File: src/rtl/line_buffer_ctrl.sv
// Frame sequencer for the 3x3 filter front end: line-buffer clear/advance, row/col tracking, window-valid output.
// Optional build macro LB_CTRL_SOF_RESYNC_EN: a mid-frame SOF restarts the frame instead of being absorbed.
module line_buffer_ctrl #(
    parameter int WIDTH      = 320,
    parameter int HEIGHT     = 240,
    parameter int DATA_WIDTH = 8
) (
    input  logic                        clk,
    input  logic                        reset,
    input  logic                        s_valid,
    output logic                        s_ready,
    input  logic [DATA_WIDTH-1:0]       s_data,
    input  logic                        s_sof,
    output logic                        lb_reset,
    output logic                        lb_enable,
    output logic [DATA_WIDTH-1:0]       lb_pixel,
    output logic                        m_valid,
    input  logic                        m_ready,
    output logic [$clog2(HEIGHT)-1:0]   m_row,
    output logic [$clog2(WIDTH)-1:0]    m_col,
    output logic                        frame_done,
    output logic                        sof_err
);

    localparam int RW = $clog2(HEIGHT);
    localparam int CW = $clog2(WIDTH);

    typedef enum logic [2:0] {IDLE, CLEAR, PRIME, RUN, DONE} state_t;

    state_t        state;
    logic [RW-1:0] row;
    logic [CW-1:0] col;
    logic          err_q;

    logic active;
    logic at_origin;
    logic last_col;
    logic win_hit;
    logic out_free;
    logic mid_sof;
    logic resync_hit;
    logic err_hit;

    assign active    = (state == PRIME) || (state == RUN);
    assign at_origin = (row == '0) && (col == '0);
    assign last_col  = (col == CW'(WIDTH - 1));
    assign win_hit   = (row >= RW'(2)) && (col >= CW'(2));
    assign out_free  = !m_valid || m_ready;
    assign mid_sof   = active && s_valid && s_sof && !at_origin;

`ifdef LB_CTRL_SOF_RESYNC_EN
    // The offending SOF pixel is refused here and re-accepted as (0,0) after CLEAR.
    assign s_ready    = (state == IDLE) ? !s_sof
                                        : active && out_free && !(s_sof && !at_origin);
    assign resync_hit = mid_sof;
    assign err_hit    = 1'b0;
`else
    assign s_ready    = (state == IDLE) ? !s_sof : active && out_free;
    assign resync_hit = 1'b0;
    assign err_hit    = mid_sof && lb_enable;
`endif

    assign lb_enable  = active && s_valid && s_ready;
    assign lb_pixel   = s_data;
    assign lb_reset   = (state == CLEAR);
    assign frame_done = (state == DONE);
    assign sof_err    = err_q;

    always_ff @(posedge clk) begin
        if (reset) begin
            state   <= IDLE;
            row     <= '0;
            col     <= '0;
            m_valid <= 1'b0;
            m_row   <= '0;
            m_col   <= '0;
            err_q   <= 1'b0;
        end else begin
            err_q <= 1'b0;

            // A fresh window load takes priority over the downstream handshake.
            if (lb_enable && win_hit) begin
                m_valid <= 1'b1;
                m_row   <= row - RW'(1);
                m_col   <= col - CW'(1);
            end else if (m_ready) begin
                m_valid <= 1'b0;
            end

            if (lb_enable) begin
                if (last_col) begin
                    col <= '0;
                    row <= (row == RW'(HEIGHT - 1)) ? '0 : row + RW'(1);
                end else begin
                    col <= col + CW'(1);
                end
            end

            case (state)
                IDLE: begin
                    if (s_valid && s_sof) state <= CLEAR;
                end
                CLEAR: begin
                    row   <= '0;
                    col   <= '0;
                    state <= PRIME;
                end
                PRIME, RUN: begin
                    if (resync_hit) begin
                        err_q <= 1'b1;
                        state <= CLEAR;
                    end else begin
                        if (err_hit) err_q <= 1'b1;
                        if (lb_enable && last_col) begin
                            if (state == PRIME && row == RW'(1))
                                state <= RUN;
                            else if (state == RUN && row == RW'(HEIGHT - 1))
                                state <= DONE;
                        end
                    end
                end
                DONE: state <= IDLE;
                default: state <= IDLE;
            endcase
        end
    end

endmodule

File: config.mk
export PLATFORM = sky130hd
export DESIGN_NAME = line_buffer_ctrl
export DESIGN_NICKNAME = d
export VERILOG_FILES = /design/src/rtl/line_buffer_ctrl.sv
export SDC_FILE = /design/constraint.sdc
export NUM_CORES = 1
export LEC_CHECK = 0
export ABC_AREA = 0
export BUFFER_PORTS_ARGS = -buffer_cell sky130_fd_sc_hd__buf_2
export CAP_MARGIN = 20
export CORE_AREA = 2 2 79 81
export DETAILED_ROUTE_END_ITERATION = 12
export DIE_AREA = 0 0 81 83
export MAX_ROUTING_LAYER = met4
export PLACE_DENSITY = 0.73
export SKIP_LAST_GASP = 1
export SLEW_MARGIN = 20
export SYNTH_ARGS = -nofsm -noshare
export SYNTH_HDL_FRONTEND = slang
export SYNTH_SLANG_ARGS = --single-unit
File: constraint.sdc
create_clock -name clk -period 2.15 [get_ports clk]
set_input_delay 0.1075 -clock clk [delete_from_list [all_inputs] [get_ports clk]]
set_output_delay 0.1075 -clock clk [all_outputs]
set_load 0.01 [all_outputs]
==> run metrics <==
status finished, final reports clean; # rows 28; Netlist cell types 43; CP arrival between 2 and 2.5 ns; Synth area leaders dfxtp_1 34%, a211oi_2 5.4%, a31oi_1 4.9%, ha_1 4.9%, xnor2_1 4.2%; Syn-to-layout area delta 10.6%; GRT overflow 0; Worst Setup SP row[0]; Max Slew Vio Count 0; Net Sw Power slightly above 0.0003 W; post-detail-place hpwl slightly below 4000 um; # DRC 0; layout cells sized above 1 0.233; Vias/cell around 5.7; antenna violations before repair 0; CP Max Fanout 14; Reg area approximately 800 um2; register area share after synthesis 0.339; LEAKAGE 1.02 nW; Yosys warnings 0; detailed-route via count between 2000 and 2500; syn avg cell area between 8 and 9 um2; Rel. slew slack 0.668; H-tree Lvls 2; Top FF cell, synth dfxtp_1; post-CTS resize count 0; post-layout net count 309; Net Count, Synth 289; Comb pwr share 0.060; pin slew with the least headroom to its limit between 0.4 and 0.5 ns; multi-input combinational cell area ~1300 um2; Clock Skew between 0.008 and 0.009 ns; # setup viols final 0; Clock Path Buffers 2; Tcrit/Tclk final 0.930; class of the tightest hold or removal check in -> reg; Hold WS about 0.19 ns; top post-synthesis cells by count 39 x dfxtp_1, 18 x a31oi_1, 16 x clkbuf_1, 14 x nand2_1, 14 x nor2_1; clock slew seen by the registers of the worst setup and hold paths 0.08 ns; post-route setup TNS 0 ns; Placeable Area a little under 6000 um2; CTS Buf Count 5; crit path time final around 2.0 ns; Synth area leader dfxtp_1; clock power share 0.372; largest net degree at the start of global routing 24; CTS sink count 39; worst vdd rail ir drop between 0.2 and 0.25 mV; RSZ-0062 raised after global routing false; CP Launch Type flip-flop; I/O pin total 44; first-pass GRT wire length approximately 9000 um; max cap viols 0; share of the synthesized area in the top cell type 0.339; synthesized instance count 267; DR pass1 iterations 4; FF-to-FF Start row[0]; Final Hold Fails 0; pwr/cell area approximately 500 nW/um2; fillers 595; Setup CP Type reg -> reg; die area slightly below 7000 um2; worst hold start s_sof; FMAX around 0.5 GHz; routed wire length ~5300 um; Die Span Y between 80 and 90 um; clock latency on the worst-skew pair 0.29 ns; Total Power approximately 0.0013 W; worst endpoint required time approximately 2.3 ns; GPL Wtd Cong between 0.8 and 0.9; Yosys reg bits 39; Place WS roughly 0.19 ns; final worst setup slack roughly 0.15 ns; CTS tree done; post-CTS setup buffer count 0; crit end category flip-flop; Wirelength per Cell approximately 15 um; Post-synth EDFFs 0; Reg2Reg Setup Slack roughly 0.15 ns; number of inserted diodes 0; Seq pwr share 0.568; initial core utilization 0.396; Die Wd between 80 and 90 um; Root Driver clkbuf_8; Synth async-reset ratio 0; GRT Util Overall 0.169; DRT iter0 DRCs roughly 110; Internal 0.000980 W; Switching Share 0.236; I/O Buffers 27; number of global-route vias before repair between 1500 and 2000; cts hold-fix bufs 0; count leader, synth dfxtp_1; remaining antenna violation count 0; Cell Area, Synth about 2300 um2
## layout make-up
cell class / count / area share
clock inverter: 1 / 0.00196
clock buffer: 7 / 0.0299
multi-input combinational: 186 / 0.504
timing repair buffer: 45 / 0.106
sequential: 39 / 0.306
inverter: 10 / 0.0147
tap: 75 / 0.0368
## cells by family after synthesis
logic type,after synthesis,share of synthesized area
flip-flops,39,0.339
XOR/XNOR,17,0.0646
AND/OR/NAND/NOR,93,0.234
adder cells (fa/ha/maj),9,0.0489
AO/OA/AOI/OAI,67,0.210
buffers and inverters,42,0.103
## stage by stage
step	util	area [um2]	cells
final	0.438	2550	363
after global routing	0.438	2550	363
after CTS	0.438	2550	363
after detailed placement	0.424	2470	355
after global placement	0.424	2470	355
after floorplan	-	2300	267
## cells in the final DEF (no fill, tap or decap), types with 3 or more instances in the layout
cell type / n
a31oi_1: 18
nor4b_1: 3
and4b_1: 3
and3_1: 7
or4_1: 3
a211oi_1: 7
inv_1: 10
nor3_1: 11
o21ai_0: 8
buf_4: 18
a21oi_1: 13
nor2b_1: 3
dfxtp_1: 39
nand3_1: 7
nor2_1: 14
nand4_1: 10
a211oi_2: 10
buf_2: 27
clkbuf_8: 5
o31ai_1: 3
xor2_1: 6
or3_1: 5
xnor2_1: 11
ha_1: 9
nand2_1: 14
## flip-flops by register name, indices dropped and copies added, names as in the netlist
signal	flops
m_row	8
m_col	9
m_valid	1
row	8
sof_err	1
state	3
col	9
## worst max-delay path: stages (launching register included)
cell	delay, ns
dfxtp_1	0.46
inv_1	0.14
ha_1	0.21
or4_4	0.55
buf_4	0.21
a31oi_1	0.23
a211oi_2	0.07
## layer usage
metal,global-route usage,wire [um]
met3,0.0293,265
met5,-,0
met1,0.241,2620
met2,0.240,2350
met4,0.0570,93
## power groups by stage
stage	clock, W	combinational, W	sequential (W)
finish	0.000478	0.0000763	0.000728
global route	0.000524	0.0000837	0.000729
CTS	0.000482	0.0000758	0.000728
detailed placement	0	0.0000755	0.000745
global placement	0	0.0000748	0.000745
floorplan	0	0.0000651	0.000744
## final timing paths
path                   end  cells after the start
hold reg to reg     row[3]                      2
hold / removal     sof_err                      2
setup reg to reg  m_row[2]                      6
setup / recovery  m_row[2]                      6
No activity file was read; power rests on OpenSTA's default activity.
